### config.mk
export PLATFORM = sky130hd
export DESIGN_NAME = s27_resp_misr_flat
export DESIGN_NICKNAME = d
export VERILOG_FILES = /design/src/rtl/s27_resp_misr_if.sv /design/src/rtl/s27_resp_misr.sv /design/src/flat_wrapper.sv
export SDC_FILE = /design/constraint.sdc
export NUM_CORES = 1
export LEC_CHECK = 0
export ABC_AREA = 1
export CORE_MARGIN = 2
export CORE_UTILIZATION = 53
export CTS_CLUSTER_DIAMETER = 120
export DETAILED_ROUTE_END_ITERATION = 10
export HOLD_SLACK_MARGIN = 0.08
export PLACE_DENSITY = 0.84
export SETUP_SLACK_MARGIN = 0.5
export SLEW_MARGIN = 20
export SYNTH_ARGS = -nofsm -noshare
export SYNTH_HDL_FRONTEND = slang
export SYNTH_SLANG_ARGS = --single-unit
### constraint.sdc
create_clock -name CK -period 4.75 [get_ports CK]
set_clock_uncertainty 0.2 [all_clocks]
set_input_delay 0.7125 -clock CK [delete_from_list [all_inputs] [get_ports CK]]
set_output_delay 0.7125 -clock CK [all_outputs]
set_load 0.05 [all_outputs]
### src/rtl/s27_resp_misr_if.sv
`default_nettype none
// ============================================================================
//  Module      : s27_resp_misr_if
//  Description : Control, response and status bundle between the BIST
//                harness (master) and the s27 response analyser (slave).
//  Revision    : 1.0 - initial release
// ============================================================================
interface s27_resp_misr_if #(
    parameter int W = 16
) ();

    logic         START;
    logic         ABORT;
    logic         G17;
    logic [W-1:0] GOLDEN;
    logic         BUSY;
    logic         DONE;
    logic         PASS;
    logic [W-1:0] SIG;

    // Harness side: requests runs, supplies the response bit and golden value
    modport master (
        output START,
        output ABORT,
        output G17,
        output GOLDEN,
        input  BUSY,
        input  DONE,
        input  PASS,
        input  SIG
    );

    // Analyser side
    modport slave (
        input  START,
        input  ABORT,
        input  G17,
        input  GOLDEN,
        output BUSY,
        output DONE,
        output PASS,
        output SIG
    );

endinterface
`default_nettype wire

### src/rtl/s27_resp_misr.sv
`default_nettype none
// ============================================================================
//  Module      : s27_resp_misr
//  Description : BIST response analyser for the s27 core. Waits SKIP settle
//                cycles after START, compacts N samples of G17 into a W-bit
//                MISR, then compares the signature against GOLDEN.
//  Revision    : 1.0 - initial release
// ============================================================================
module s27_resp_misr #(
    parameter int           W    = 16,
    parameter logic [W-1:0] POLY = W'(16'h002D),
    parameter logic [W-1:0] SEED = '0,
    parameter int           N    = 64,
    parameter int           SKIP = 3
) (
    input  wire logic            CK,
    input  wire logic            RN,
    s27_resp_misr_if.slave       bus
);

    // Counter is wide enough to hold max(N,SKIP) so it never wraps in a run
    localparam int C_MAXC = (N > SKIP) ? N : SKIP;
    localparam int C_CW   = $clog2(C_MAXC) + 1;

    localparam logic [C_CW-1:0] C_N_LAST    = C_CW'(N - 1);
    localparam logic [C_CW-1:0] C_SKIP_LAST = C_CW'((SKIP > 0) ? (SKIP - 1) : 0);
    localparam logic [C_CW-1:0] C_CNT_ONE   = C_CW'(1);

    localparam logic [1:0] C_ST_IDLE   = 2'd0;
    localparam logic [1:0] C_ST_SETTLE = 2'd1;
    localparam logic [1:0] C_ST_RUN    = 2'd2;
    localparam logic [1:0] C_ST_DONE   = 2'd3;

    // First state after an accepted START depends on whether a settle window exists
    localparam logic [1:0] C_ST_FIRST  = (SKIP > 0) ? C_ST_SETTLE : C_ST_RUN;

    logic [1:0]      state_q, state_d;
    logic [C_CW-1:0] cnt_q,   cnt_d;
    logic [W-1:0]    sig_q,   sig_d;
    logic            pass_q,  pass_d;
    logic            busy_q,  busy_d;
    logic            done_q,  done_d;
    logic [W-1:0]    misr_next;

    // One MISR step: shift left, fold in taps on MSB, inject G17 at bit 0
    always_comb begin
        misr_next = {sig_q[W-2:0], bus.G17} ^ (sig_q[W-1] ? POLY : '0);
    end

    // State register plus all datapath flops; RN clears everything at once
    always_ff @(posedge CK or negedge RN) begin
        if (!RN) begin
            state_q <= C_ST_IDLE;
            cnt_q   <= '0;
            sig_q   <= SEED;
            pass_q  <= 1'b0;
            busy_q  <= 1'b0;
            done_q  <= 1'b0;
        end else begin
            state_q <= state_d;
            cnt_q   <= cnt_d;
            sig_q   <= sig_d;
            pass_q  <= pass_d;
            busy_q  <= busy_d;
            done_q  <= done_d;
        end
    end

    // Next-state and datapath update; ABORT overrides every other transition
    always_comb begin
        state_d = state_q;
        cnt_d   = cnt_q;
        sig_d   = sig_q;
        pass_d  = pass_q;

        if (bus.ABORT) begin
            // SIG deliberately holds so the harness can inspect a partial signature
            state_d = C_ST_IDLE;
            cnt_d   = '0;
            pass_d  = 1'b0;
        end else begin
            case (state_q)
                C_ST_IDLE, C_ST_DONE: begin
                    if (bus.START) begin
                        state_d = C_ST_FIRST;
                        cnt_d   = '0;
                        sig_d   = SEED;
                        pass_d  = 1'b0;
                    end
                end
                C_ST_SETTLE: begin
                    // G17 is ignored while the core's flops initialise
                    if (cnt_q == C_SKIP_LAST) begin
                        state_d = C_ST_RUN;
                        cnt_d   = '0;
                    end else begin
                        cnt_d   = cnt_q + C_CNT_ONE;
                    end
                end
                C_ST_RUN: begin
                    sig_d = misr_next;
                    cnt_d = cnt_q + C_CNT_ONE;
                    if (cnt_q == C_N_LAST) begin
                        state_d = C_ST_DONE;
                        pass_d  = (misr_next == bus.GOLDEN);
                    end
                end
                default: begin
                    state_d = C_ST_IDLE;
                    cnt_d   = '0;
                    pass_d  = 1'b0;
                end
            endcase
        end
    end

    // Status decode from the next state so BUSY/DONE come straight from flops
    always_comb begin
        busy_d = (state_d == C_ST_SETTLE) || (state_d == C_ST_RUN);
        done_d = (state_d == C_ST_DONE);
    end

    assign bus.BUSY = busy_q;
    assign bus.DONE = done_q;
    assign bus.PASS = pass_q;
    assign bus.SIG  = sig_q;

endmodule
`default_nettype wire

### src/flat_wrapper.sv
// flat-port wrapper written by rule: the top's interface ports become plain ports
module s27_resp_misr_flat 
#(
    parameter int           W    = 16,
    parameter logic [W-1:0] POLY = W'(16'h002D),
    parameter logic [W-1:0] SEED = '0,
    parameter int           N    = 64,
    parameter int           SKIP = 3
)
  (CK, RN, bus_START, bus_ABORT, bus_G17, bus_GOLDEN, bus_BUSY, bus_DONE, bus_PASS, bus_SIG);
  s27_resp_misr_if #(.W(W)) bus_i ();
  input  wire logic CK;
  input  wire logic RN;
  input wire logic [$bits(bus_i.START)-1:0] bus_START;
  input wire logic [$bits(bus_i.ABORT)-1:0] bus_ABORT;
  input wire logic [$bits(bus_i.G17)-1:0] bus_G17;
  input wire logic [$bits(bus_i.GOLDEN)-1:0] bus_GOLDEN;
  output wire logic [$bits(bus_i.BUSY)-1:0] bus_BUSY;
  output wire logic [$bits(bus_i.DONE)-1:0] bus_DONE;
  output wire logic [$bits(bus_i.PASS)-1:0] bus_PASS;
  output wire logic [$bits(bus_i.SIG)-1:0] bus_SIG;
  assign bus_i.START = bus_START;
  assign bus_i.ABORT = bus_ABORT;
  assign bus_i.G17 = bus_G17;
  assign bus_i.GOLDEN = bus_GOLDEN;
  assign bus_BUSY = bus_i.BUSY;
  assign bus_DONE = bus_i.DONE;
  assign bus_PASS = bus_i.PASS;
  assign bus_SIG = bus_i.SIG;
  s27_resp_misr #(.W(W), .POLY(POLY), .SEED(SEED), .N(N), .SKIP(SKIP)) u_core (.CK(CK), .RN(RN), .bus(bus_i));
endmodule
==> impl_metrics.ini, run 1 <==
[setup_path]
crit_path_max_incr_delay_ns = 0.84
crit_chain = clkdlybuf4s50_1
cp_max_fo = 7
cp_data_arrival_time_ns = 1.65
required_ns = 3.84
path_delay_family = buffers and inverters
path_buf_inv = 1
criticalPathCategory = reg2out
worst_setup_path_end_kind = output port
slowest_stage = clkdlybuf4s50_1
worst_setup_path_start_kind = flop

[global_routing]
overflow = 0
antenna_found_initial = 0
grt_util_met3 = 0.0149
grt_use_met2 = 0.339
grt_pass1_wl_um = 5550
grtUsageMet1 = 0.279
grt_use_total = 0.204
grt_start_max_net_pins = 29
grt_busiest_layer = met2
grt_pass1_vias = 1306

[yosys]
synth_nets = 240
synth_seq_cells = 28
synth.most_common_cell = nand2_1
synth.yosys.warnings = 0
synth_ff_type = dfrtp_1
async_flop_share = 1.00
syn_inst = 214
synth.cell_area_um2 = 1690
synth_top_area_frac = 0.414
synth_edf_count = 0
yosys-top-cells-count = nand2_1, inv_1, dfrtp_1
post_synth_num_cell_types = 25
ys_seq_area_frac = 0.414
yosys-top-cells-area = dfrtp_1, nand2_1, inv_1
avgSynthCellArea_um2 = 7.91
synth_largest_area_cell = dfrtp_1

[status]
status = finished, final reports clean

[finish]
n_antenna_cell = 0
fill_cells = 269
area_growth_pct = 26.8
layout-drive-gt1-share = 0.102
stdcell_count = 299
fin_util = 0.703
fin_nets = 283

[timing]
max_clock_freq_ghz = 0.390
drv_slew = 0
fin_tns_setup_ns = 0
setup_slack_ns = 2.19
fin_crit_sh = 0.539
slew_headroom = 0.384
rsz0062_at_grt = false
period_minus_slack_ns = 2.56
hold_violations = 0
setup_violations = 0
worstMarginPinSlew_ns = 0.921

[power]
p_per_area_nw_per_um2 = 193
p_leak_uw = 0.00100
vdd_drop_max_mv = 0.159

[floorplan]
dieArea_um2 = 3660
start_util = 0.555
fp.dieH_um = 60.5
rows = 20
die_w_um = 60.5
core_area_um2 = 3050
num_io_pins = 40

[placement]
place_ws_ns = 1.93
routabilityCongestion = 0.811
portBuffers = 39
numPlacedInstances = 296
post-dp-hpwl_um = 2620

[detailed_routing]
num_vias = 1466
remaining_drc_errors = 0
drt-total-wl_um = 3370
final_antenna_net_count = 0
firstDrtPassIters = 4
vias_per_cell = 4.90
detail_route.iter0.violations = 57
wl_per_cell_um = 11.3

[clocking]
postCtsHoldBufs = 0
clock_path_buffers = 2
clock_sinks = 28
numCtsBuffers = 3
clkLatencyLatePin_ns = 0.32
cts_setup_buffers = 0
cts_tree = built
clk_root_buffer_cell = clkbuf_4
cts_resized = 0
clk_pin_slew_worst_paths_ns = 0.14
h-tree-depth = 1

[run]
max_cap_violations = 0

[worst_hold_path]
hold_path.class = reg2reg
## path summary, 6_finish.rpt
kind                                                start                              to  slack (ns)  cells past startpoint
hold / removal                u_core.bus.PASS$_DFFE_PN0P_     u_core.bus.PASS$_DFFE_PN0P_        0.35                      2
setup / recovery           u_core.bus.SIG[15]$_DFFE_PN0P_                     bus_SIG[15]        2.19                      1
hold reg to reg               u_core.bus.PASS$_DFFE_PN0P_     u_core.bus.PASS$_DFFE_PN0P_        0.35                      2
setup reg to reg              u_core.state_q[0]$_DFF_PN0_  u_core.bus.SIG[14]$_DFFE_PN0P_        2.32                      7
min in group asynchronous                              RN   u_core.bus.SIG[0]$_DFFE_PN0P_        0.55                      2
max in group asynchronous                              RN   u_core.bus.SIG[2]$_DFFE_PN0P_        3.54                      2
## layout by cell type, fill, tap and decap left out, types with 2 or more instances in the layout
master and count:
ha_1 5, dfrtp_1 28, nand2_4 2, xnor2_1 3, nand3_1 10, xor2_1 3, nand2_1 62, inv_1 44
clkbuf_4 3, clkdlybuf4s50_1 39, o22ai_2 10, nor2_2 3, a21oi_1 7, o21ai_0 4, inv_2 2, o22ai_1 8
nor2_1 12
## sequential cells by signal (all words and copies together) (netlist names)
signal / cells
u_core.bus.DONE: 1
u_core.bus.SIG: 16
u_core.bus.PASS: 1
u_core.bus.BUSY: 1
u_core.cnt_q: 7
u_core.state_q: 2
## report_power, final
| part | internal [uW] | switching [uW] |
|---|---|---|
| sequential | 242 | 2.18 |
| combinational | 31.6 | 44.3 |
| clock | 29.7 | 64.2 |
| total | 303 | 111 |
## layout make-up
| class | instances | area [um^2] | area share |
|---|---|---|---|
| Timing Repair Buffer | 40 | 398 | 0.185 |
| Inverter | 46 | 173 | 0.0805 |
| Sequential cell | 28 | 701 | 0.327 |
| Multi-Input combinational cell | 138 | 797 | 0.371 |
| Clock buffer | 3 | 22.5 | 0.0105 |
| Tap cell | 44 | 55.1 | 0.0257 |
## metrics by stage
stage                     total power, uW  area [um^2]  hold WS, ns
final                                 414         2150        0.354
after global routing                  435         2150        0.389
after CTS                             418         2150        0.363
after detailed placement              325         2120        0.326
after global placement                324         2120        0.323
after floorplan                       292         1690        0.217
## layer usage
layer  wire [um]  part of all wire
met5           0                 0
met4          41             0.012
met3         185             0.055
met2        1570              0.47
met1        1570              0.47
## cells by family (layout without fill, tap and decap cells)
group	Yosys count	after routing	synth area share
AO/OA/AOI/OAI	31	31	0.146
XOR/XNOR	6	6	0.0310
adder cells (fa/ha/maj)	5	5	0.0370
buffers and inverters	48	89	0.115
flip-flops	28	28	0.414
AND/OR/NAND/NOR	96	96	0.257
(Power assumes the default switching activity.)
==> run 2, diff against run 1 <==
Settings changed: CORE_UTILIZATION 53 to 45, PLACE_DENSITY 0.84 to 0.76.
Clock period 4.75 ns to 2.1 ns, I/O delays scaled along.
==> run 2 against run 1 <==
Against the previous run: critical path type is now reg2reg; critical endpoint is now u_core.bus.BUSY$_DFF_PN0_; global-route usage shrank 0.72 points; sequential power grew 130%; via count grew 9.7%; core utilization shrank 0.93 points; worst setup slack lost 1.8 ns; wire length grew 23%; clock-buffer cell count grew 1.
==> impl_metrics.ini, run 2 (synthesis results as in run 1) <==
[floorplan]
dieArea_um2 = 4270
rows = 22
start_util = 0.466
num_io_pins = 40
die_w_um = 65.3
core_area_um2 = 3630
fp.dieH_um = 65.3

[global_routing]
overflow = 0
grt_start_max_net_pins = 29
grt_pass1_wl_um = 6400
grt_use_total = 0.196
antenna_found_initial = 0
grt_pass1_vias = 1486

[finish]
fin_area_um2 = 2520
fin_util = 0.694
stdcell_count = 327
largest_reg_flops = 16
final_common_cell = nand2_1
n_antenna_cell = 0
mostFrequentLayoutCells = nand2_1, inv_1, dfrtp_1, clkdlybuf4s50_1, buf_4
layout-drive-gt1-share = 0.319
fin_nets = 306
area_growth_pct = 48.9

[status]
status = finished, final reports clean

[placement]
post-dp-hpwl_um = 2600
routabilityCongestion = 0.849
placed_cell_area_um2 = 2160
numPlacedInstances = 302
portBuffers = 39

[clocking]
clock_sinks = 28
clk_pin_slew_worst_paths_ns = 0.10
h-tree-depth = 1
cts_tree = built
clock_path_buffers = 2
clkLatencyLatePin_ns = 0.27
clk_root_buffer_cell = clkbuf_8
numCtsBuffers = 3
postCtsHoldBufs = 0

[power]
finalPower_uw = 1130
p_per_area_nw_per_um2 = 447
p_leak_uw = 0.00119
vdd_drop_max_mv = 0.272

[setup_path]
required_ns = 2.06
r2r_start = u_core.state_q[1]$_DFF_PN0_
criticalPathCategory = reg2reg
reg2regPathDepth = 6
cp_max_fo = 5
path_delay_family = adder cells
path_buf_inv = 1
worst_setup_path_start_kind = flop
crit_path_max_incr_delay_ns = 0.43
crit_chain = ha_4 > inv_4 > nor2_4 > nand2_4 > o22ai_4 > ha_1
worst_setup_path_end_kind = flop
timing.reg2reg.setup_slack_ns = 0.36
r2r_end = u_core.bus.BUSY$_DFF_PN0_
cp_data_arrival_time_ns = 1.70
slowest_stage = dfrtp_1

[detailed_routing]
wl_per_cell_um = 12.6
detail_route.iter0.violations = 82
num_vias = 1608
final_antenna_net_count = 0
drt-total-wl_um = 4130
remaining_drc_errors = 0
firstDrtPassIters = 4
vias_per_cell = 4.92

[timing]
slew_headroom = 0.759
max_clock_freq_ghz = 0.576
setup_violations = 0
hold_violations = 0
rsz0062_at_grt = true
drv_slew = 0
worstMarginPinSlew_ns = 0.361
period_minus_slack_ns = 1.74
fin_crit_sh = 0.827
fin_tns_setup_ns = 0

[run]
max_cap_violations = 0

[worst_hold_path]
hold_path.class = in2async
-- run 2: worst max path at each step --
stage / startpoint / endpoint / slack [ns] / cells after the start
detailed placement: bus_ABORT / u_core.cnt_q[3]$_DFFE_PN0P_ / 0.23 / 7
floorplan: u_core.state_q[0]$_DFF_PN0_ / u_core.bus.SIG[7]$_DFFE_PN0P_ / 0.40 / 7
global placement: bus_ABORT / u_core.bus.BUSY$_DFF_PN0_ / 0.27 / 5
global route: u_core.cnt_q[4]$_DFFE_PN0P_ / u_core.bus.BUSY$_DFF_PN0_ / 0.25 / 9
CTS: u_core.state_q[0]$_DFF_PN0_ / u_core.bus.BUSY$_DFF_PN0_ / 0.34 / 7
finish: u_core.state_q[1]$_DFF_PN0_ / u_core.bus.BUSY$_DFF_PN0_ / 0.36 / 6
-- run 2: layout make-up --
class                      instances  area (um^2)
fill                             284         1110
multi-input combinational        139          923
sequential                        28          702
timing repair buffer              62          604
inverter                          46          175
tap                               48         60.1
clock buffer                       4         55.1
-- run 2: layer usage --
metal,part of all wire,GRT usage,wire (um),vias to the layer above
li1,-,-,-,801
met1,0.43,0.256,1790,746
met2,0.50,0.333,2080,57
met3,0.049,0.0205,201,4
met4,0.013,0.0807,55,0
met5,0,0,0,-
-- run 2: repair_timing --
item / 4_1_cts / 5_1_grt
setup buffers: 12 / 7
endpoints found under the setup margin: 40 / 29
gates cloned: 2 / 0
pin swaps: 8 / 7
gates resized for setup: 68 / 27
hold endpoints to repair: 0 / 0
-- run 2: worst register-to-register path, delay by kind of cell, from the launching register on --
family / cells / cell delay (ns)
fa+ha+maj: 2 / 0.54
flops: 1 / 0.43
simple gates: 2 / 0.26
buf+inv: 1 / 0.04
compound gates: 1 / 0.16
-- run 2: stage by stage --
step	setup WS [ns]	hold WS [ns]
2_1_floorplan	0.400	-0.181
3_3_place_gp	0.272	0.345
3_5_place_dp	0.232	0.330
4_1_cts	0.337	0.224
5_1_grt	0.246	0.257
6_report	0.362	0.207
-- run 2: where the power goes --
group          total (uW)  switching, uW  internal [uW]
clock                 331            163            168
combinational         244            127            117
sequential            551           4.65            547
==> run 3, diff against run 2 <==
Settings changed: CORE_UTILIZATION 45 to 49, PLACE_DENSITY 0.76 to 0.79.
Clock period 2.1 ns to 1.8 ns, I/O delays scaled along.
==> run 3 against run 2 <==
Against the previous run: non-clock buffer count rose by 1; sequential share of layout area fell by 0.49 points; die area fell by 7.7%; first-iteration DRC count fell by 43%; critical path type unchanged.
==> impl_metrics.ini, run 3 (synthesis results as in run 1) <==
[finish]
stdcell_count = 326
largest_reg_flops = 16
mostFrequentLayoutCells = nand2_1, inv_1, dfrtp_1, buf_6, clkdlybuf4s50_1
n_antenna_cell = 0
final_common_cell = nand2_1
area_growth_pct = 51.8
layout-drive-gt1-share = 0.343
fin_nets = 307

[floorplan]
start_util = 0.507
die_w_um = 62.8
core_area_um2 = 3340
num_io_pins = 40
fp.dieH_um = 62.8
rows = 21
dieArea_um2 = 3940

[power]
finalPower_uw = 1350
vdd_drop_max_mv = 0.492
p_per_area_nw_per_um2 = 526
p_leak_uw = 0.00122

[global_routing]
antenna_found_initial = 0
grt_use_total = 0.217
grt_start_max_net_pins = 29
grt_pass1_vias = 1582
overflow = 0
grt_pass1_wl_um = 6970

[timing]
fin_crit_sh = 0.993
rsz0062_at_grt = true
whs_ns = 0.0947
worstMarginPinSlew_ns = 0.362
slew_headroom = 0.758
setup_violations = 0
drv_slew = 0
max_clock_freq_ghz = 0.560
hold_violations = 0
period_minus_slack_ns = 1.79

[placement]
portBuffers = 39
numPlacedInstances = 303
post-dp-hpwl_um = 2680
routabilityCongestion = 0.810

[setup_path]
startpoint = u_core.state_q[0]$_DFF_PN0_
cp_max_fo = 5
r2r_start = u_core.state_q[0]$_DFF_PN0_
cp-endpoint = u_core.bus.BUSY$_DFF_PN0_
r2r_end = u_core.bus.BUSY$_DFF_PN0_
criticalPathCategory = reg2reg
timing.reg2reg.setup_slack_ns = 0.01
worst_setup_path_end_kind = flop
required_ns = 1.83
cp_data_arrival_time_ns = 1.82
reg2regPathDepth = 7
worst_setup_path_start_kind = flop

[detailed_routing]
remaining_drc_errors = 0
wl_per_cell_um = 12.7
drt-total-wl_um = 4140
vias_per_cell = 4.81
final_antenna_net_count = 0
num_vias = 1568
detail_route.iter0.violations = 47
firstDrtPassIters = 4

[clocking]
clock_sinks = 28
clock_path_buffers = 2
clk_root_buffer_cell = clkbuf_4
clk_pin_slew_worst_paths_ns = 0.16
numCtsBuffers = 3
postCtsHoldBufs = 0
cts_tree = built
clkLatencyLatePin_ns = 0.32
h-tree-depth = 1

[run]
max_cap_violations = 0

[status]
status = finished, final reports clean

[worst_hold_path]
hold_path.class = in2async
## run 3: cell types whose count changed in the layout (fill, tap and decap cells not counted), moves of 3 or more
cell             before  now
clkbuf_4              0    3
clkbuf_8              4    0
buf_6                 6   21
clkdlybuf4s15_2      15    0
## run 3: critical path, cell delays in order (launching register included)
cell and delay [ns]:
dfrtp_1 0.42, inv_2 0.07, ha_4 0.28, inv_4 0.04, nor2_4 0.15, nand2_4 0.11
o22ai_2 0.17, ha_1 0.25
## run 3: layout make-up
class / count / area [um^2]
repair buffers: 63 / 642
clock inverters: 1 / 30.0
clock buffers: 3 / 22.5
well taps: 46 / 57.6
inverters: 46 / 178
flip-flops and latches: 28 / 703
multi-input cells: 139 / 937
fillers: 250 / 767
## run 3: worst min path at each step
| stage | start | end | slack (ns) | cells after the start |
|---|---|---|---|---|
| global route | RN | u_core.bus.DONE$_DFF_PN0_ | 0.13 | 2 |
| global placement | u_core.cnt_q[1]$_DFFE_PN0P_ | u_core.cnt_q[1]$_DFFE_PN0P_ | 0.34 | 2 |
| finish | RN | u_core.bus.BUSY$_DFF_PN0_ | 0.09 | 2 |
| floorplan | RN | u_core.bus.BUSY$_DFF_PN0_ | -0.23 | 0 |
| CTS | RN | u_core.bus.SIG[7]$_DFFE_PN0P_ | 0.11 | 2 |
| detailed placement | u_core.cnt_q[1]$_DFFE_PN0P_ | u_core.cnt_q[1]$_DFFE_PN0P_ | 0.35 | 2 |
## run 3: repair_timing
action	CTS	global route
cloned	2	0
resized for setup	35	18
setup buffers	10	7
endpoints found under the setup margin	47	47
pin swaps	7	4
## run 3: layer usage
layer / track usage / wire [um]
met5: 0 / 0
met4: 0.0472 / 20
met3: 0.0270 / 122
met2: 0.384 / 2180
met1: 0.284 / 1820
## run 3: power breakdown
part	internal [uW]	switching, uW	leakage [uW]	total [uW]
logic	137	151	0.000804	287
registers	639	8.48	0.000384	647
clock network	225	192	0.0000279	417
## run 3: metrics by stage
| stage | worst slack [ns] | util | instance area [um^2] | setup TNS, ns |
|---|---|---|---|---|
| after floorplan | 0.0997 | - | 1720 | 0 |
| after CTS | 0.0194 | 0.734 | 2450 | 0 |
| after global routing | -0.0930 | 0.770 | 2570 | -0.214 |
| after detailed placement | -0.0235 | 0.650 | 2170 | -0.0235 |
| after global placement | 0.0313 | 0.650 | 2170 | 0 |
| final | 0.0129 | 0.770 | 2570 | 0 |
